### src/rtl/rv_div_unit.sv
// rv_div_unit: multi-cycle restoring divider for RV32M DIV/DIVU/REM/REMU.
// Optional macro DIV_EARLY_OUT_EN: resolve divide-by-zero and signed overflow on accept.
module rv_div_unit #(
  parameter int unsigned XLEN  = 32,
  parameter int unsigned CNT_W = 5
) (
  input  logic            clk_i,
  input  logic            reset,
  input  logic            start_i,
  input  logic [1:0]      op_i,
  input  logic [XLEN-1:0] rs1_data_i,
  input  logic [XLEN-1:0] rs2_data_i,
  input  logic [4:0]      rd_addr_i,
  output logic            busy_o,
  output logic            valid_o,
  output logic [XLEN-1:0] result_o,
  output logic [4:0]      rd_addr_o
);

  typedef enum logic [1:0] {
    S_IDLE = 2'd0,
    S_CALC = 2'd1,
    S_FIX  = 2'd2,
    S_DONE = 2'd3
  } state_t;

  state_t r_state;
  state_t w_next_state;

  logic [CNT_W-1:0] r_cnt;
  logic [XLEN-1:0]  r_rem;
  logic [XLEN-1:0]  r_quo;
  logic [XLEN-1:0]  r_dvsr;
  logic             r_is_rem;
  logic             r_neg_q;
  logic             r_neg_r;
  logic             r_div_zero;
  logic [4:0]       r_rd_addr;
  logic             r_busy;
  logic             r_valid;
  logic [XLEN-1:0]  r_result;
  logic [4:0]       r_rd_out;

  // Operand decode at the accepting edge
  logic            w_accept;
  logic            w_in_signed;
  logic            w_a_neg;
  logic            w_b_neg;
  logic [XLEN-1:0] w_a_mag;
  logic [XLEN-1:0] w_b_mag;
  logic            w_in_div_zero;
  logic            w_early;

  assign w_accept      = start_i & ((r_state == S_IDLE) | (r_state == S_DONE));
  assign w_in_signed   = ~op_i[0];
  assign w_a_neg       = w_in_signed & rs1_data_i[XLEN-1];
  assign w_b_neg       = w_in_signed & rs2_data_i[XLEN-1];
  assign w_a_mag       = w_a_neg ? (~rs1_data_i + XLEN'(1)) : rs1_data_i;
  assign w_b_mag       = w_b_neg ? (~rs2_data_i + XLEN'(1)) : rs2_data_i;
  assign w_in_div_zero = (rs2_data_i == '0);

`ifdef DIV_EARLY_OUT_EN
  logic            w_in_ovf;
  logic [XLEN-1:0] w_special_res;

  assign w_in_ovf = w_in_signed & (rs1_data_i == {1'b1, {(XLEN-1){1'b0}}})
                  & (rs2_data_i == {XLEN{1'b1}});
  assign w_early  = w_in_div_zero | w_in_ovf;
  // Overflow quotient equals the dividend itself (most negative value)
  assign w_special_res = w_in_div_zero ? (op_i[1] ? rs1_data_i : {XLEN{1'b1}})
                                       : (op_i[1] ? '0 : rs1_data_i);
`else
  assign w_early = 1'b0;
`endif

  // One restoring step: trial-subtract divisor from the shifted partial remainder
  logic [XLEN:0]   w_shift;
  logic [XLEN:0]   w_diff;
  logic            w_ge;
  logic [XLEN-1:0] w_rem_next;
  logic [XLEN-1:0] w_quo_next;

  assign w_shift    = {r_rem, r_quo[XLEN-1]};
  assign w_diff     = w_shift - {1'b0, r_dvsr};
  assign w_ge       = ~w_diff[XLEN];
  assign w_rem_next = w_ge ? w_diff[XLEN-1:0] : w_shift[XLEN-1:0];
  assign w_quo_next = {r_quo[XLEN-2:0], w_ge};

  // Sign correction and output selection
  logic [XLEN-1:0] w_quo_fix;
  logic [XLEN-1:0] w_rem_fix;

  assign w_quo_fix = r_div_zero ? {XLEN{1'b1}}
                                : (r_neg_q ? (~r_quo + XLEN'(1)) : r_quo);
  assign w_rem_fix = r_neg_r ? (~r_rem + XLEN'(1)) : r_rem;

  always_ff @(posedge clk_i or posedge reset) begin
    if (reset) r_state <= S_IDLE;
    else       r_state <= w_next_state;
  end

  always_comb begin
    w_next_state = r_state;
    case (r_state)
      S_IDLE: begin
        if (start_i) w_next_state = w_early ? S_DONE : S_CALC;
      end
      S_CALC: begin
        if (r_cnt == CNT_W'(XLEN-1)) w_next_state = S_FIX;
      end
      S_FIX: begin
        w_next_state = S_DONE;
      end
      S_DONE: begin
        if (start_i) w_next_state = w_early ? S_DONE : S_CALC;
        else         w_next_state = S_IDLE;
      end
      default: w_next_state = S_IDLE;
    endcase
  end

  always_ff @(posedge clk_i or posedge reset) begin
    if (reset) begin
      r_cnt      <= '0;
      r_rem      <= '0;
      r_quo      <= '0;
      r_dvsr     <= '0;
      r_is_rem   <= 1'b0;
      r_neg_q    <= 1'b0;
      r_neg_r    <= 1'b0;
      r_div_zero <= 1'b0;
      r_rd_addr  <= '0;
      r_busy     <= 1'b0;
      r_valid    <= 1'b0;
      r_result   <= '0;
      r_rd_out   <= '0;
    end else begin
      r_busy  <= (w_next_state == S_CALC) | (w_next_state == S_FIX);
      r_valid <= (w_next_state == S_DONE);
      if (w_accept) begin
        r_cnt      <= '0;
        r_rem      <= '0;
        r_quo      <= w_a_mag;
        r_dvsr     <= w_b_mag;
        r_is_rem   <= op_i[1];
        r_neg_q    <= w_in_signed & (rs1_data_i[XLEN-1] ^ rs2_data_i[XLEN-1]);
        r_neg_r    <= w_a_neg;
        r_div_zero <= w_in_div_zero;
        r_rd_addr  <= rd_addr_i;
`ifdef DIV_EARLY_OUT_EN
        if (w_early) begin
          r_result <= w_special_res;
          r_rd_out <= rd_addr_i;
        end
`endif
      end else if (r_state == S_CALC) begin
        r_cnt <= r_cnt + CNT_W'(1);
        r_rem <= w_rem_next;
        r_quo <= w_quo_next;
      end else if (r_state == S_FIX) begin
        r_result <= r_is_rem ? w_rem_fix : w_quo_fix;
        r_rd_out <= r_rd_addr;
      end
    end
  end

  assign busy_o    = r_busy;
  assign valid_o   = r_valid;
  assign result_o  = r_result;
  assign rd_addr_o = r_rd_out;

endmodule

### config.mk
export PLATFORM = sky130hd
export DESIGN_NAME = rv_div_unit
export DESIGN_NICKNAME = d
export VERILOG_FILES = /design/src/rtl/rv_div_unit.sv
export SDC_FILE = /design/constraint.sdc
export NUM_CORES = 1
export LEC_CHECK = 0
export ABC_AREA = 1
export CAP_MARGIN = 20
export CORE_MARGIN = 2
export CORE_UTILIZATION = 25
export DETAILED_ROUTE_END_ITERATION = 6
export PLACE_DENSITY_LB_ADDON = 0.15
export REMOVE_ABC_BUFFERS = 1
export SLEW_MARGIN = 30
export SYNTH_ARGS = -nofsm -noshare
export SYNTH_HDL_FRONTEND = slang
export SYNTH_SLANG_ARGS = --single-unit
### constraint.sdc
create_clock -name clk_i -period 5.4 [get_ports clk_i]
set_clock_uncertainty 0.1 [all_clocks]
set_input_delay 1.62 -clock clk_i [delete_from_list [all_inputs] [get_ports clk_i]]
set_output_delay 1.62 -clock clk_i [all_outputs]
set_load 0.005 [all_outputs]
==> impl_metrics.toml, run 1 <==
[yosys]
ys_top_cells_by_area = "dfrtp_1 29%, nand2_1 20%, nand3_1 10%"
synth_top_area_frac = 0.288
synth_largest_area_cell = "dfrtp_1"
synth_area_um2 = 13100
syn_inst = 2136
synth_seq_cells = 151
yosysSeqAreaShare = 0.288
ys_async_sr_fraction = 1.00
synth_edf_count = 0
syn_area_per_cell_um2 = 6.13
ys_types = 48
ys_warn_count = 0
ys.flop_type = "dfrtp_1"

[floorplanning]
num_rows = 83
core_area_um2 = 51600
initial_core_util = 0.254
die_area_um2 = 54300
fp.dieH_um = 233
die_x_um = 233
pin_count = 113

[critical_path]
critPathMaxStageDelay_ps = 600
r2r_slack_ps = 2470
critPathTopFamily = "buffers and inverters"
path_class = "input pin to register"
required_ps = 5660
path_buf_inv = 4
cp_cell_sequence = "clkdlybuf4s50_1 > inv_1 > nor2_2 > buf_4 > clkinv_1 > or2_1 > xor2_1 > o21ai_1"
critPathMaxFanout = 33
worst_path_max_delay_cell = "clkdlybuf4s50_1"
end_kind = "register"
start_kind = "input pin"
arrival_ps = 3760

[cts]
clock_sinks = 151
clock_path_buffers = 2
ctsHtreeMaxLevel = 4
cts-root-buf = "clkbuf_16"
cts_tree = "yes"
clkTransAtPathRegs_ps = 70
cts_buffers = 17
hold_buffers = 0
clk-insertion-delay-late_ps = 500
cts_resized = 0
post_cts_buffers = 0

[power_and_ir_drop]
powerDensity_nw_per_um2 = 615
p_leak_nw = 7.72
p_int_mw = 4.39
power_frac_comb = 0.652
vdd_drop_max_v = 0.000290
p_sw_mw = 5.14
power_frac_clock = 0.128
switching_share = 0.540
seqPwrFrac = 0.220

[route]
wirelength_um = 47300
vias_per_cell = 4.76
via_count = 13900
drc = 0
wl_per_cell_um = 16.2
drtIter0Drc = 1035
first_pass_iters = 6
antenna_left = 0

[timing]
tightest_slew_ps = 898
fin_crit_ps = 3500
fmax_ghz = 0.286
hold_viol_final = 0
rsz0062_at_grt = "false"
final_max_slew_viol_count = 0
max_slew_margin = 0.398
tns_ps = 0
finalCritPeriodShare = 0.648
setup_violations = 0

[place]
place_congestion = 0.867
dpl.hpwl_um = 36900
port_buffers = 112

[grt]
grt_pass1_vias = 13300
grt_max_degree = 77
antenna_found_initial = 0
grt_pass1_wl_um = 74200
grt.total_usage = 0.179
overflow = 0

[status]
status = "completed"

[final_layout]
diodes = 0
utilization = 0.300
n_fill_cell = 5813
multi_input_area_um2 = 7860
area_growth_pct = 18.3
seq_area_um2 = 3780
drive_gt1_frac = 0.0475
layout.nets = 2337

[min_path]
hp-class = "register to register"

[flow_run]
maxCapViolCount = 0
-- power groups by stage --
| stage | sequential (mW) | combinational, mW | clock [mW] |
|---|---|---|---|
| final | 2.09 | 6.22 | 1.22 |
| after global routing | 2.16 | 7.07 | 1.31 |
| after CTS | 2.10 | 6.26 | 1.28 |
| after detailed placement | 2.12 | 6.22 | 0 |
| after global placement | 2.13 | 6.18 | 0 |
| after floorplan | 2.00 | 4.26 | 0 |
-- cell type report --
cell class / instances / area share
Clock buffer: 18 / 0.0277
Clock inverter: 14 / 0.00904
Inverter: 311 / 0.0756
Multi-Input combinational cell: 1608 / 0.507
Sequential cell: 151 / 0.244
Tap cell: 680 / 0.0549
Timing Repair Buffer: 130 / 0.0819
-- through the flow --
step	total power, mW	setup WS [ps]	cells	hold WS (ps)	area (µm²)
2_1_floorplan	6.25	-420	2070	338	12800
3_3_place_gp	8.31	1360	2880	353	14900
3_5_place_dp	8.34	1350	2880	356	14900
4_1_cts	9.64	1890	2912	375	15500
5_1_grt	10.5	1690	2912	393	15500
6_report	9.53	1900	2912	371	15500
-- final timing paths --
kind | startpoint | end | cells after the start
min in group asynchronous | reset | r_rd_addr[4] | 2
min reg2reg | r_rd_addr[3] | rd_addr_o[3] | 2
max in group asynchronous | reset | r_rem[16] | 3
max reg2reg | r_quo[31] | r_rem[1] | 18
max | rs2_data_i[31] | r_dvsr[6] | 8
min | r_rd_addr[3] | rd_addr_o[3] | 2
-- layer usage --
| metal | global-route usage | vias up | share of wire |
|---|---|---|---|
| met2 | 0.283 | 306 | 0.45 |
| met5 | 0 | - | 0 |
| met4 | 0.0448 | 0 | 0.016 |
| li1 | - | 7016 | - |
| met3 | 0.0310 | 35 | 0.041 |
| met1 | 0.251 | 6506 | 0.49 |
-- registers in the layout, indices dropped and copies added, names as in the netlist --
| signal | cells |
|---|---|
| valid_o | 1 |
| rd_addr_o | 5 |
| r_rem | 32 |
| r_div_zero | 1 |
| r_neg_r | 1 |
| r_neg_q | 1 |
| r_is_rem | 1 |
| r_state | 2 |
| result_o | 32 |
| r_cnt | 5 |
| busy_o | 1 |
| r_quo | 32 |
| r_rd_addr | 5 |
| r_dvsr | 32 |
-- worst reg2reg max path: stages, from the launching register on --
cell	delay (ps)
dfrtp_1	350
inv_1	40
buf_4	170
ha_1	240
fa_1	400
inv_1	90
nand2_1	50
nand2_1	80
nand3_1	90
nand2_2	150
nand2_2	70
nand2_2	120
nand2_4	90
nand2_4	90
nand2_1	250
nand2_4	220
nand2_1	80
nand3_1	70
nand2_1	60
-- kinds of logic (layout without fill, tap and decap cells) --
| family | Yosys count | after routing | share of synthesized area |
|---|---|---|---|
| fa+ha+maj | 44 | 44 | 0.0426 |
| simple gates | 1264 | 1264 | 0.413 |
| compound gates | 262 | 262 | 0.118 |
| xor+xnor | 38 | 38 | 0.0254 |
| buf+inv | 377 | 473 | 0.113 |
| flops | 151 | 151 | 0.288 |
-- placed cells by master (no fill, tap or decap), types with 27 or more instances in the layout --
master / count
nand3_1: 263
nand2_1: 707
nor2_1: 175
o21ai_0: 98
inv_1: 302
ha_1: 43
a21oi_1: 71
nand2_2: 28
dfrtp_1: 151
clkdlybuf4s50_1: 112
nor3_1: 27
-- cell usage after synthesis (11+ instances only) --
master    instances
nand3b_1         12
ha_1             43
nand2_2          28
xnor2_1          16
clkbuf_1         46
inv_1           304
a21oi_1          71
o221ai_1         13
dfrtp_1         151
a31oi_1          11
xor2_1           22
o21ai_0          98
nand2_1         707
o22ai_1          12
nor3_1           27
o21bai_1         13
nor2_1          178
nand4_1          24
o211ai_1         16
nand3_1         263
Power figures use the tool's default switching activity.
==> inputs of run 2 (changes only) <==
- clock period: 5.4 -> 3.38 ns (I/O delays scaled with it)
==> impl_metrics.toml, run 2 (same netlist as run 1, synthesis figures left out) <==
[status]
status = "completed"

[min_path]
holdPathEnd = "rd_addr_o[1]"
whs_path_depth = 2
hold_start = "r_rd_addr[1]"
hp-class = "register to register"

[place]
dp_cells = 2902
dp_slack_ps = 134
placed_cell_area_um2 = 15200
dpl.hpwl_um = 38400
place_congestion = 0.898
port_buffers = 112

[timing]
fmax_ghz = 0.338
setup_violations = 0
finalCritPeriodShare = 0.876
rsz0062_at_grt = "false"
tightest_slew_ps = 918
tns_ps = 0
fin_crit_ps = 2960
hold_viol_final = 0
final_max_slew_viol_count = 0
setup_ws_ps = 420
max_slew_margin = 0.386

[critical_path]
worst_path_max_delay_cell = "dfrtp_1"
critPathMaxFanout = 7
path_class = "register to register"
start_kind = "register"
end_kind = "register"
arrival_ps = 3230
required_ps = 3650
ff2ff_path_depth = 17
critPathTopFamily = "simple AND/OR/NAND/NOR gates"
cp_cell_sequence = "inv_1 > ha_1 > fa_1 > inv_1 > nand2_1 > nand2_1 > nand3_1 > nand2_2 > nand2_2 > nand2_2 > nand2_4 > nand2_4 > nand2_1 > nand2_4 > nand2_1 > nand3_1 > nand2_1"
cp_common_cell = "nand2_1"
r2r_end = "r_rem[6]"
path_buf_inv = 2
critPathMaxStageDelay_ps = 400
r2r_slack_ps = 420
worstReg2RegStart = "r_quo[31]"

[floorplanning]
fp.dieH_um = 233
initial_core_util = 0.254
die_x_um = 233
num_rows = 83
die_area_um2 = 54300
pin_count = 113
core_area_um2 = 51600

[final_layout]
fin_cells = 2934
postLayoutCellArea_um2 = 15800
multi_input_area_um2 = 7860
drive_gt1_frac = 0.0572
diodes = 0
mostFrequentLayoutCell = "nand2_1"
final_cell_mix = "707 x nand2_1, 303 x inv_1, 263 x nand3_1, 175 x nor2_1, 151 x dfrtp_1"
n_fill_cell = 5740
seq_area_um2 = 3780
layout.nets = 2359
area_growth_pct = 20.7

[route]
first_pass_iters = 6
antenna_left = 0
wl_per_cell_um = 16.5
vias_per_cell = 4.76
wirelength_um = 48500
drc = 0
drtIter0Drc = 929
via_count = 14000

[grt]
grt_pass1_vias = 13700
grt.total_usage = 0.184
antenna_found_initial = 0
grt_max_degree = 52
overflow = 0
grt_pass1_wl_um = 76800

[cts]
clock_sinks = 151
clk-insertion-delay-late_ps = 480
ctsHtreeMaxLevel = 4
cts_resized = 0
clkTransAtPathRegs_ps = 70
post_cts_buffers = 0
clock_path_buffers = 2
cts-root-buf = "clkbuf_16"
cts_tree = "yes"
hold_buffers = 0
cts_buffers = 17

[power_and_ir_drop]
finalPower_mw = 15.8
p_leak_nw = 7.90
vdd_drop_max_v = 0.000509
powerDensity_nw_per_um2 = 996

[flow_run]
maxCapViolCount = 0
## run 2: worst reg2reg max path: stages, from the launching register on
cell	delay, ps
dfrtp_1	400
inv_1	150
ha_1	260
fa_1	400
inv_1	90
nand2_1	50
nand2_1	70
nand3_1	90
nand2_2	150
nand2_2	70
nand2_2	110
nand2_4	90
nand2_4	100
nand2_1	280
nand2_4	230
nand2_1	80
nand3_1	70
nand2_1	60
## run 2: how the worst max path moves through the flow
stage | from | end | slack (ps) | depth (start not counted)
5_1_grt | r_quo[31] | r_rem[1] | 160 | 17
2_1_floorplan | start_i | result_o[9] | -1830 | 7
3_5_place_dp | rs1_data_i[1] | r_quo[22] | 130 | 14
6_report | r_quo[31] | r_rem[6] | 420 | 17
4_1_cts | r_quo[31] | r_rem[6] | 390 | 17
3_3_place_gp | rs1_data_i[0] | r_quo[22] | 160 | 14
## run 2: metal layers
metal | routed length, µm | track usage | share of wire
met4 | 605 | 0.0440 | 0.012
met1 | 23300 | 0.254 | 0.48
met5 | 0 | 0 | 0
met3 | 2280 | 0.0324 | 0.047
met2 | 22200 | 0.297 | 0.46
## run 2: layout make-up
cell class	count	share of cell area
sequential	151	0.239
inverter	311	0.0741
timing repair buffer	152	0.0946
multi-input combinational	1608	0.497
tap	680	0.0538
clock inverter	14	0.0138
clock buffer	18	0.0278
## run 2: stage by stage
| step | utilization | hold WS (ps) |
|---|---|---|
| after floorplan | - | 338 |
| after global placement | 0.294 | 351 |
| after detailed placement | 0.294 | 356 |
| after CTS | 0.306 | 373 |
| after global routing | 0.306 | 394 |
| final | 0.306 | 370 |
## run 2: report_power, final
part,internal [mW],switching [mW]
sequential,2.61,0.750
clock,1.33,0.893
combinational,3.51,6.65
